## config.mk

```make
export PLATFORM = sky130hd
export DESIGN_NAME = fifo_rd_packer_flat
export DESIGN_NICKNAME = d
export VERILOG_FILES = /design/src/rtl/fifo_pkg.sv /design/src/rtl/fifo_rd_packer_if.sv /design/src/rtl/fifo_beat_reg.sv /design/src/rtl/fifo_rd_packer.sv /design/src/flat_wrapper.sv
export SDC_FILE = /design/constraint.sdc
export NUM_CORES = 1
export LEC_CHECK = 0
export CAP_MARGIN = 20
export CELL_PAD_IN_SITES_DETAIL_PLACEMENT = 1
export CELL_PAD_IN_SITES_GLOBAL_PLACEMENT = 2
export CORE_MARGIN = 1
export CORE_UTILIZATION = 47
export CTS_BUF_LIST = sky130_fd_sc_hd__clkbuf_2 sky130_fd_sc_hd__clkbuf_4 sky130_fd_sc_hd__clkbuf_8
export DETAILED_ROUTE_END_ITERATION = 8
export DONT_BUFFER_PORTS = 1
export GPL_TIMING_DRIVEN = 0
export PLACE_DENSITY = 0.83
export SYNTH_ARGS = -nofsm -noshare
export SYNTH_HDL_FRONTEND = slang
export SYNTH_SLANG_ARGS = --single-unit
```

## constraint.sdc

```tcl
create_clock -name rclk -period 9.8 [get_ports rclk]
set_clock_uncertainty 0.1 [all_clocks]
set_input_delay 1.96 -clock rclk [delete_from_list [all_inputs] [get_ports rclk]]
set_output_delay 1.96 -clock rclk [all_outputs]
set_load 0.02 [all_outputs]
```

## src/rtl/fifo_pkg.sv

```systemverilog
// fifo_pkg: shared constants and types for the FIFO read-side blocks.
//   FIFO_DSIZE / FIFO_PACK : default word width and words per packed beat
//   CNT_W                  : accumulator count width for the default PACK
//   oreg_state_e           : output register occupancy
//   beat_t                 : packed beat {data, keep, last} at default sizes
//   beat_width()           : flattened beat width for arbitrary sizes
package fifo_pkg;

  localparam int unsigned FIFO_DSIZE = 32;
  localparam int unsigned FIFO_PACK  = 2;
  localparam int unsigned CNT_W      = $clog2(FIFO_PACK);

  typedef enum logic {
    OREG_EMPTY = 1'b0,
    OREG_FULL  = 1'b1
  } oreg_state_e;

  typedef struct packed {
    logic [FIFO_DSIZE*FIFO_PACK-1:0] data;
    logic [FIFO_PACK-1:0]            keep;
    logic                            last;
  } beat_t;

  // Same field order as beat_t: data in the MSBs, last in bit 0.
  function automatic int unsigned beat_width(input int unsigned dsize,
                                             input int unsigned pack);
    return dsize * pack + pack + 1;
  endfunction

endpackage

```

## src/rtl/fifo_rd_packer_if.sv

```systemverilog
// fifo_rd_packer_if: bundles the FIFO read port and the packed output stream.
//   rdata/rempty/rinc          : FIFO first-word-fall-through read port
//   flush                      : request to emit the pending partial beat
//   m_valid/m_ready            : output stream handshake
//   m_data/m_keep/m_last       : output beat payload
// Modport slave is the packer's view, master is the surrounding environment.
interface fifo_rd_packer_if
  import fifo_pkg::*;
#(
  parameter int unsigned DSIZE = FIFO_DSIZE,
  parameter int unsigned PACK  = FIFO_PACK
);

  logic [DSIZE-1:0]      rdata;
  logic                  rempty;
  logic                  rinc;
  logic                  flush;
  logic                  m_valid;
  logic                  m_ready;
  logic [DSIZE*PACK-1:0] m_data;
  logic [PACK-1:0]       m_keep;
  logic                  m_last;

  modport slave (
    input  rdata, rempty, flush, m_ready,
    output rinc, m_valid, m_data, m_keep, m_last
  );

  modport master (
    output rdata, rempty, flush, m_ready,
    input  rinc, m_valid, m_data, m_keep, m_last
  );

endinterface

```

## src/rtl/fifo_beat_reg.sv

```systemverilog
// fifo_beat_reg: single-entry output register with valid/ready hold.
//   clk, rst  : clock, asynchronous active-high reset
//   i_load    : load i_data this cycle (only asserted when o_free is high)
//   i_data    : beat to load
//   i_ready   : downstream accept
//   o_valid   : beat held
//   o_data    : held beat, stable while o_valid until accepted
//   o_free    : register can take a new beat this cycle (empty or draining)
module fifo_beat_reg
  import fifo_pkg::*;
#(
  parameter int unsigned W = 8
) (
  input  logic         clk,
  input  logic         rst,
  input  logic         i_load,
  input  logic [W-1:0] i_data,
  input  logic         i_ready,
  output logic         o_valid,
  output logic [W-1:0] o_data,
  output logic         o_free
);

  oreg_state_e  r_state;
  logic [W-1:0] r_data;

  assign o_valid = (r_state == OREG_FULL);
  assign o_data  = r_data;
  // A transfer in the same cycle frees the slot, so drain and reload never bubble.
  assign o_free  = (r_state == OREG_EMPTY) || i_ready;

  always_ff @(posedge clk or posedge rst) begin
    if (rst) begin
      r_state <= OREG_EMPTY;
      r_data  <= '0;
    end else if (i_load) begin
      r_state <= OREG_FULL;
      r_data  <= i_data;
    end else if (r_state == OREG_FULL && i_ready) begin
      r_state <= OREG_EMPTY;
    end
  end

endmodule

```

## src/rtl/fifo_rd_packer.sv

```systemverilog
// fifo_rd_packer: drains a FWFT FIFO read port and packs PACK words per beat.
//   rclk, rrst : read-domain clock, asynchronous active-high reset
//   bus.rdata/rempty/rinc    : FIFO head word, empty flag, pop (combinational)
//   bus.flush                : emit whatever words are pending as a partial beat
//   bus.m_valid/m_ready      : output handshake
//   bus.m_data/m_keep/m_last : beat, word 0 in the LSBs; keep per word;
//                              last marks a beat closed by a flush
module fifo_rd_packer
  import fifo_pkg::*;
#(
  parameter int unsigned DSIZE = FIFO_DSIZE,
  parameter int unsigned PACK  = FIFO_PACK
) (
  input  logic            rclk,
  input  logic            rrst,
  fifo_rd_packer_if.slave bus
);

  localparam int unsigned   CW        = $clog2(PACK);
  localparam int unsigned   BW        = beat_width(DSIZE, PACK);
  localparam int unsigned   SW        = DSIZE * (PACK - 1);
  localparam logic [CW-1:0] LAST_SLOT = CW'(PACK - 1);

  logic [SW-1:0]         r_slots;
  logic [SW-1:0]         w_slots_nxt;
  logic [CW-1:0]         r_acc_cnt;
  logic [CW-1:0]         w_acc_nxt;
  logic [CW-1:0]         w_cnt_eff;
  logic                  r_flush_pend;
  logic                  w_pend_nxt;

  logic                  w_oreg_free;
  logic                  w_oreg_valid;
  logic [BW-1:0]         w_oreg_beat;
  logic                  w_pop;
  logic                  w_flush_req;
  logic                  w_load;
  logic [DSIZE*PACK-1:0] w_ld_data;
  logic [PACK-1:0]       w_ld_keep;
  logic                  w_ld_last;
  logic [BW-1:0]         w_ld_beat;

  assign w_flush_req = bus.flush | r_flush_pend;

  // Slots below the last one always have room; the last word needs the OREG.
  // A pending flush freezes popping so the partial beat keeps its contents.
  assign w_pop = ~bus.rempty & ~rrst & ~r_flush_pend &
                 ((r_acc_cnt != LAST_SLOT) | w_oreg_free);
  assign bus.rinc = w_pop;

  always_comb begin
    w_slots_nxt = r_slots;
    w_acc_nxt   = r_acc_cnt;
    w_pend_nxt  = r_flush_pend;
    w_cnt_eff   = r_acc_cnt;
    w_load      = 1'b0;
    w_ld_data   = '0;
    w_ld_keep   = '0;
    w_ld_last   = 1'b0;

    if (w_pop && r_acc_cnt == LAST_SLOT) begin
      // Popped word completes the beat; a coincident flush only tags it last.
      w_load      = 1'b1;
      w_ld_data   = {bus.rdata, r_slots};
      w_ld_keep   = '1;
      w_ld_last   = w_flush_req;
      w_acc_nxt   = '0;
      w_pend_nxt  = 1'b0;
    end else begin
      if (w_pop) begin
        for (int unsigned i = 0; i < PACK - 1; i++) begin
          if (CW'(i) == r_acc_cnt) begin
            w_slots_nxt[i*DSIZE +: DSIZE] = bus.rdata;
          end
        end
        w_cnt_eff = r_acc_cnt + CW'(1);
      end
      w_acc_nxt = w_cnt_eff;

      if (w_flush_req) begin
        if (w_cnt_eff == '0) begin
          w_pend_nxt = 1'b0;
        end else if (w_oreg_free) begin
          // Partial beat includes a word popped this very cycle.
          w_load     = 1'b1;
          w_ld_last  = 1'b1;
          w_acc_nxt  = '0;
          w_pend_nxt = 1'b0;
          for (int unsigned i = 0; i < PACK - 1; i++) begin
            if (CW'(i) < w_cnt_eff) begin
              w_ld_data[i*DSIZE +: DSIZE] = w_slots_nxt[i*DSIZE +: DSIZE];
              w_ld_keep[i]                = 1'b1;
            end
          end
        end else begin
          w_pend_nxt = 1'b1;
        end
      end
    end
  end

  always_ff @(posedge rclk or posedge rrst) begin
    if (rrst) begin
      r_slots      <= '0;
      r_acc_cnt    <= '0;
      r_flush_pend <= 1'b0;
    end else begin
      r_slots      <= w_slots_nxt;
      r_acc_cnt    <= w_acc_nxt;
      r_flush_pend <= w_pend_nxt;
    end
  end

  assign w_ld_beat = {w_ld_data, w_ld_keep, w_ld_last};

  fifo_beat_reg #(
    .W (BW)
  ) u_oreg (
    .clk     (rclk),
    .rst     (rrst),
    .i_load  (w_load),
    .i_data  (w_ld_beat),
    .i_ready (bus.m_ready),
    .o_valid (w_oreg_valid),
    .o_data  (w_oreg_beat),
    .o_free  (w_oreg_free)
  );

  assign bus.m_valid = w_oreg_valid;
  assign bus.m_data  = w_oreg_beat[BW-1 -: DSIZE*PACK];
  assign bus.m_keep  = w_oreg_beat[PACK:1];
  assign bus.m_last  = w_oreg_beat[0];

endmodule

```

## src/flat_wrapper.sv

```systemverilog
// flat-port wrapper written by rule: the top's interface ports become plain ports
module fifo_rd_packer_flat import fifo_pkg::*;
#(
  parameter int unsigned DSIZE = FIFO_DSIZE,
  parameter int unsigned PACK  = FIFO_PACK
)
  (rclk, rrst, bus_rdata, bus_rempty, bus_flush, bus_m_ready, bus_rinc, bus_m_valid, bus_m_data, bus_m_keep, bus_m_last);
  fifo_rd_packer_if #(.DSIZE(DSIZE), .PACK(PACK)) bus_i ();
  input  logic rclk;
  input  logic rrst;
  input wire logic [$bits(bus_i.rdata)-1:0] bus_rdata;
  input wire logic [$bits(bus_i.rempty)-1:0] bus_rempty;
  input wire logic [$bits(bus_i.flush)-1:0] bus_flush;
  input wire logic [$bits(bus_i.m_ready)-1:0] bus_m_ready;
  output wire logic [$bits(bus_i.rinc)-1:0] bus_rinc;
  output wire logic [$bits(bus_i.m_valid)-1:0] bus_m_valid;
  output wire logic [$bits(bus_i.m_data)-1:0] bus_m_data;
  output wire logic [$bits(bus_i.m_keep)-1:0] bus_m_keep;
  output wire logic [$bits(bus_i.m_last)-1:0] bus_m_last;
  assign bus_i.rdata = bus_rdata;
  assign bus_i.rempty = bus_rempty;
  assign bus_i.flush = bus_flush;
  assign bus_i.m_ready = bus_m_ready;
  assign bus_rinc = bus_i.rinc;
  assign bus_m_valid = bus_i.m_valid;
  assign bus_m_data = bus_i.m_data;
  assign bus_m_keep = bus_i.m_keep;
  assign bus_m_last = bus_i.m_last;
  fifo_rd_packer #(.DSIZE(DSIZE), .PACK(PACK)) u_core (.rclk(rclk), .rrst(rrst), .bus(bus_i));
endmodule
```

# Word-level counts from Yosys, hierarchy flattened

Index checks and enable logic that the tools add are counted.

$add $sub $neg: 1
Magnitude comparators: 1
Muxes and demuxes: 29
Bitwise gates (word level): 10
Reduce and logical (&&, ||, !) cells: 5

Operators by type and width:

| kind                  | count |
|---|---|
| $mux W32              | 8 |
| $mux W1               | 21 |
| $not A1 Y1            | 5 |
| $reduce_bool A2 Y1    | 2 |
| $and A1 B1 Y1         | 3 |
| $logic_and A1 B1 Y1   | 2 |
| $or A1 B1 Y1          | 2 |
| $add A1 B1 Y1 const B | 1 |
| $logic_or A1 B1 Y1    | 1 |
| $lt A1 B1 Y1 const A  | 1 |

Bits in registers: 102
Input port bits: 37
Output and inout port bits: 69
Word-level logic and storage cells: 51

# Longest topological paths before layout

Gate-level depths: netlist (run 1).

Word-level depth: 12
Gate-level depth with buffers: 8
Depth with buffers taken out: 6

# Modules after synthesis

From an unflattened synthesis (run 1), not the netlist that was laid out.

Cell total of the unflattened synthesis: 375
Area, all modules: 4600.7 um^2

Modules (own cells, without submodules):

| module         | instances | cells each | area each (um^2) | seq. area each (um^2) |
|---|---|---|---|---|
| fifo_beat_reg  | 1         | 146        | 2608.8           | 1701.6 |
| fifo_rd_packer | 1         | 229        | 1991.9           | 850.8 |

# Worst setup path after synthesis (run 1)

OpenSTA, ideal clock, no wires.

Path kind: input to output
From: input rrst
To: output bus_rinc
Data arrival time: 2.708 ns
Data required time: 7.740 ns
Slack: 5.032 ns
Stages: 2
Path buffers: 0
Cell sequence: or3_1 a21oi_1

Word-level cells in the longest chain between the ends: 4

Ends and longest elaborated chain:

| what                        | RTL line             | source |
|---|---|---|
| from (decl)                 | flat_wrapper.sv:10   | `input logic rrst;` |
| $not A1 Y1                  | fifo_rd_packer.sv:47 | `assign w_pop = ~bus.rempty & ~rrst & ~r_flush_pend &` |
| $and A1 B1 Y1 (3 in series) | fifo_rd_packer.sv:47 |  |
| to (decl)                   | flat_wrapper.sv:15   | `output wire logic [$bits(bus_i.rinc)-1:0] bus_rinc;` |

Every way passes these cells.

# Final worst setup path (run 1)

Same ends and word-level chain as after synthesis.

==> flow_summary.toml, run 1 <==
[pwr]
powerDensity_mw_per_mm2 = 316.3
power_leakage_nw = 1.839
ir_drop_uv = 117.7

[clocking]
cts_made_buffers = 9
cts_resized = 0
clockRootBuffer = "clkbuf_8"
clk_latency_ns = 0.37
clock_sinks = 102
ctsHoldBuffers = 0
cts_setup_buffers = 0
cts_buffer_depth = 2
cts_tree = "built"
clk_pin_slew_ns = 0.10
h-tree-depth = 3

[die]
ios = 106
die_x_um = 94.40
die_height_um = 94.40
die_area_mm2 = 0.008911
start_util_pct = 48.59
core_region_area_mm2 = 0.008258
rows = 33

[detailed_routing]
drtIter0Drc = 77
routed_wl_um = 9279
drc_errors = 0
wire_per_inst_um = 23.20
vias = 2492
first_pass_iters = 4
postRouteAntennaNets = 0
routed_via_density = 6.230

[global_routing]
antenna_found_initial = 0
grt_pass1_wl_um = 14590
grtUsageTotal_pct = 22.17
overflow = 0
grt_max_degree = 53
grt_pass1_vias = 2723

[critical_path]
crit_family = "compound AO/OA/AOI/OAI gates"
max_stage_delay_ns = 0.45
path_buf_inv = 0
worst_setup_path_end_kind = "primary output"
required_ns = 7.74
crit_type = "in2out"
crit_chain = "or3_1, a21oi_1"
critPathArrivalTime_ns = 2.77
cp-start-kind = "primary input"
crit_fanout = 3
crit_slowest_cell = "a21oi_1"

[synth]
synth_top_area_cell = "dfrtp_1"
ys.warnings.count = 0
synth_edf_count = 0
ys_types = 22
syn_area_per_cell_um2 = 14.43
synth_area_leaders = "dfrtp_1 64%, o22a_1 14%, mux2_2 9.0%"
ys_seq_elements = 102
yosysTopAreaCellShare_pct = 63.61
async_flop_share_pct = 100.0
synth_common_cells = "102 x dfrtp_1, 62 x o22a_1, 32 x a22o_1, 32 x mux2_2, 17 x clkbuf_1"
synthesis.nets = 316
ys.flop_type = "dfrtp_1"
ys_seq_area_share_pct = 63.61
synthMostInstantiatedCell = "dfrtp_1"
syn_inst = 278
synth_area_mm2 = 0.004013

[placement]
dp_hpwl_um = 6296
gp_congestion = 0.6951
placed_cells_incl_taps = 384
port_buffers = 0

[timing]
slew_headroom_pct = 39.00
setup_violations = 0
hold_viol = 0
slew_violations = 0
tightest_slew_ns = 0.9131
period_minus_slack_ns = 4.828
tns_ns = 0
clock.fmax_mhz = 207.1
finalCritPeriodShare_pct = 49.27
rsz0062_at_grt = "false"

[worst_hold_path]
hp-class = "reg2reg"

[final_layout]
diodes = 0
drive_gt1_share_pct = 20.34
num-fill-cells = 816
final_nets = 328
final_cells = 400
syn_to_final_growth_pct = 9.105

[job]
max_cap_viol_count = 0

[status]
status = "finished, final reports clean"
-- flip-flops by register name, summed over array words and instances (netlist names) --
name	flops
u_core.u_oreg.o_data	67
u_core.u_oreg.o_valid	1
u_core.r_flush_pend	1
u_core.r_slots	32
u_core.r_acc_cnt	1
-- cell usage in the layout (no fill, tap or decap) --
| cell | Yosys | routed |
|---|---|---|
| inv_4 | 0 | 1 |
| mux2_2 | 32 | 32 |
| buf_2 | 4 | 4 |
| nand2b_1 | 2 | 2 |
| buf_6 | 3 | 3 |
| or4b_1 | 1 | 1 |
| buf_16 | 0 | 1 |
| dfrtp_1 | 102 | 102 |
| nor2_1 | 4 | 4 |
| o21ai_0 | 1 | 1 |
| clkbuf_1 | 17 | 17 |
| or4_4 | 1 | 1 |
| clkbuf_4 | 0 | 2 |
| a21o_1 | 1 | 1 |
| or3_1 | 2 | 2 |
| a21oi_1 | 2 | 2 |
| clkbuf_8 | 0 | 9 |
| bufinv_16 | 0 | 1 |
| a22o_1 | 32 | 32 |
| nor3b_1 | 1 | 1 |
| nor2b_1 | 1 | 1 |
| clkinv_4 | 0 | 1 |
| ha_1 | 1 | 1 |
| nand2_1 | 4 | 4 |
| inv_6 | 0 | 3 |
| o22a_2 | 2 | 2 |
| nor3_1 | 2 | 2 |
| o22a_1 | 62 | 62 |
-- layer usage --
layer	up-vias	global-route usage (%)	wire [µm]	share of wire [%]
li1	1087	-	-	-
met1	1315	28.10	4007	43
met2	77	35.57	4496	48
met3	13	6.200	614	6.6
met4	0	9.615	161	1.7
met5	-	0	0	0
-- stage by stage --
step | area, µm² | setup WS, ns | power, mW | util [%] | hold WS [ns]
after global placement | 4144 | 4.011 | 1.099 | 50.18 | 0.3831
final | 4378 | 4.972 | 1.385 | 53.02 | 0.4110
after floorplan | 4013 | 5.032 | 1.034 | - | 0.3780
after global routing | 4378 | 4.943 | 1.458 | 53.02 | 0.4332
after detailed placement | 4174 | 4.748 | 1.123 | 50.55 | 0.3930
after CTS | 4378 | 4.972 | 1.400 | 53.02 | 0.4146
-- cell families after synthesis --
group                      after synthesis  synth area share, %
DFF                                    102                63.61
and+or+nand+nor                         18                2.494
muxes                                   32                8.980
adders and majority gates                1               0.3118
buffers and inverters                   25                3.024
AOI/OAI and AO/OA                      100                21.58
-- worst paths after layout --
check	from	slack, ns	end	cells after the start
min reg2reg	u_core.r_slots[14]$_DFFE_PP0N_	0.41	u_core.u_oreg.o_data[17]$_DFFE_PP0P_	1
max in group asynchronous	rrst	7.47	u_core.u_oreg.o_data[15]$_DFFE_PP0P_	2
max	rrst	4.97	bus_rinc	2
min in group asynchronous	rrst	1.44	u_core.r_acc_cnt$_DFF_PP0_	1
min	u_core.r_slots[14]$_DFFE_PP0N_	0.41	u_core.u_oreg.o_data[17]$_DFFE_PP0P_	1
max reg2reg	u_core.r_flush_pend$_DFFE_PP0P_	6.35	u_core.u_oreg.o_data[26]$_DFFE_PP0P_	7
-- power by group --
| part | switching [mW] | internal (mW) | total, mW |
|---|---|---|---|
| registers | 0.237 | 0.571 | 0.808 |
| logic | 0.122 | 0.178 | 0.299 |
| clock network | 0.150 | 0.127 | 0.277 |
| total | 0.509 | 0.876 | 1.38 |
-- layout make-up --
type	count	area (µm²)	share of cell area (%)
tap	105	131.4	3.001
clock inverter	5	65.06	1.486
inverter	1	6.256	0.1429
timing repair buffer	1	27.53	0.6288
multi-input combinational	151	1339	30.58
sequential	102	2552	58.30
clock buffer	11	138.9	3.172
buffer	24	117.6	2.686
Note: power is estimated with default switching activity, not from simulation.
==> run 2, diff against run 1 <==
Settings changed: CORE_UTILIZATION 47 to 44, PLACE_DENSITY 0.83 to 0.78.
Clock period 9.8 ns to 4.9 ns, I/O delays scaled along.
==> run 2 against run 1 <==
  * Clock power increased by 97%
  * Critical path depth increased by 5
  * Register-to-register slack got worse by 5.1 ns
  * Via count grew 0.20%
  * Flip-flop and latch count stayed put
  * Critical path type is now in2reg
  * Critical endpoint is now u_core.u_oreg.o_data[18]$_DFFE_PP0P_
  * Largest cell class unchanged
  * Highest routed layer unchanged
==> flow_summary.toml, run 2 (synthesis gave the netlist of run 1 again) <==
[detailed_routing]
drtIter0Drc = 99
routed_via_density = 6.196
wire_per_inst_um = 23.09
first_pass_iters = 6
drc_errors = 0
vias = 2497
postRouteAntennaNets = 0
routed_wl_um = 9306

[die]
die_x_um = 97.50
rows = 34
start_util_pct = 45.79
core_region_area_mm2 = 0.008763
die_area_mm2 = 0.009505
ios = 106
die_height_um = 97.50

[final_layout]
diodes = 0
num-fill-cells = 876
drive_gt1_share_pct = 20.34
final_common_cell = "dfrtp_1"
final_cell_mix = "102 x dfrtp_1, 62 x o22a_1, 32 x a22o_1, 32 x mux2_2, 17 x clkbuf_1"
final_util_pct = 50.01
final_cells = 403
syn_to_final_growth_pct = 9.230
final_nets = 328
largest_register_ff_count = 67

[job]
max_cap_viol_count = 0

[critical_path]
cp-start-kind = "primary input"
crit_fanout = 10
required_ns = 5.05
cp_common_cell = "a21oi_1"
max_stage_delay_ns = 0.84
crit_chain = "or3_1, a21oi_1, ha_1, nor3b_1, a21oi_1, clkbuf_1, o22a_1"
crit_slowest_cell = "nor3b_1"
crit_type = "in2reg"
critPathArrivalTime_ns = 3.92
worst_setup_path_end_kind = "register"

[clocking]
clk_pin_slew_ns = 0.10
cts_tree = "built"
clock_sinks = 102
ctsHoldBuffers = 0
cts_setup_buffers = 0
cts_resized = 0
cts_made_buffers = 9
h-tree-depth = 3
clk_latency_ns = 0.36
cts_buffer_depth = 2
clockRootBuffer = "clkbuf_8"

[worst_hold_path]
hp-class = "reg2reg"

[placement]
port_buffers = 0
post-place-ws_ns = 0.6640
dp_hpwl_um = 6194
gp_congestion = 0.6852
placed_cells_incl_taps = 387

[status]
status = "finished, final reports clean"

[pwr]
power_leakage_nw = 1.836
ir_drop_uv = 239.1
powerDensity_mw_per_mm2 = 628.7

[timing]
finalCritPeriodShare_pct = 76.93
tightest_slew_ns = 1.021
setup_violations = 0
clock.fmax_mhz = 265.3
slew_headroom_pct = 31.78
period_minus_slack_ns = 3.770
hold_viol = 0
rsz0062_at_grt = "false"
tns_ns = 0
slew_violations = 0
final.setup.worst_slack_ns = 1.130

[global_routing]
antenna_found_initial = 0
grt_pass1_wl_um = 15570
grt_pass1_vias = 2783
overflow = 0
grt_max_degree = 61
grtUsageTotal_pct = 21.10
-- run 2: area by class of cell --
type                    instances  area [µm²]  area share [%]
plain buffers                  24       117.6           2.683
clock buffers                  11       138.9           3.169
clock inverters                 5       66.31           1.513
inverters                       1       6.256          0.1427
multi-input cells             151        1339           30.55
flip-flops and latches        102        2552           58.24
well taps                     108       135.1           3.083
repair buffers                  1       27.53          0.6280
-- run 2: worst paths after layout --
| kind | cells after the start | slack, ns | start | endpoint |
|---|---|---|---|---|
| worst min-delay path | 1 | 0.41 | u_core.r_slots[24]$_DFFE_PP0N_ | u_core.u_oreg.o_data[27]$_DFFE_PP0P_ |
| worst min register to register | 1 | 0.41 | u_core.r_slots[24]$_DFFE_PP0N_ | u_core.u_oreg.o_data[27]$_DFFE_PP0P_ |
| worst max register to register | 7 | 1.30 | u_core.r_flush_pend$_DFFE_PP0P_ | u_core.u_oreg.o_data[18]$_DFFE_PP0P_ |
| min in group asynchronous | 1 | 0.43 | rrst | u_core.u_oreg.o_valid$_DFFE_PP0P_ |
| max in group asynchronous | 2 | 3.58 | rrst | u_core.r_slots[12]$_DFFE_PP0N_ |
| worst max-delay path | 7 | 1.13 | rrst | u_core.u_oreg.o_data[18]$_DFFE_PP0P_ |
-- run 2: power by group --
part / total, mW / leakage (nW) / internal (mW) / switching [mW]
registers: 1.61 / 1.23 / 1.14 / 0.472
logic: 0.596 / 0.503 / 0.355 / 0.241
clock network: 0.545 / 0.103 / 0.254 / 0.291
-- run 2: per-stage QoR --
step | total power, mW | instance area [µm²] | hold slack (ns)
2_1_floorplan | 2.067 | 4013 | 0.3780
3_3_place_gp | 2.201 | 4148 | 0.3829
3_5_place_dp | 2.244 | 4178 | 0.3913
4_1_cts | 2.792 | 4383 | 0.4100
5_1_grt | 2.916 | 4383 | 0.4286
6_report | 2.755 | 4383 | 0.4138
-- run 2: worst max-delay path, delay by kind of cell --
kind | cells | cell delay (ns)
adders and majority gates | 1 | 0.26
buffers and inverters | 1 | 0.38
and+or+nand+nor | 2 | 1.20
AOI/OAI and AO/OA | 3 | 1.09
-- run 2: layer usage --
layer / global-route usage [%] / wire length [µm]
met3: 6.763 / 553
met4: 6.787 / 108
met1: 28.37 / 4177
met5: 0 / 0
met2: 32.54 / 4467
==> run 3, diff against run 2 <==
Clock period 4.9 ns to 3.9 ns, I/O delays scaled along.
==> results of run 3 <==
Same layout as run 2 (identical final DEF). Status: finished, final reports clean.
Main changes from that run: setup slack after placement 0.6640 ns -> -0.1360 ns; setup slack after layout 1.130 ns -> 0.3022 ns; hold slack 0.4138 ns -> 0.2303 ns; start point of the critical path rrst -> u_core.r_flush_pend$_DFFE_PP0P_; register-to-register setup slack 1.30 ns -> 0.30 ns; total power 2.755 mW -> 3.462 mW; worst IR drop on VDD 239.1 µV -> 300.4 µV
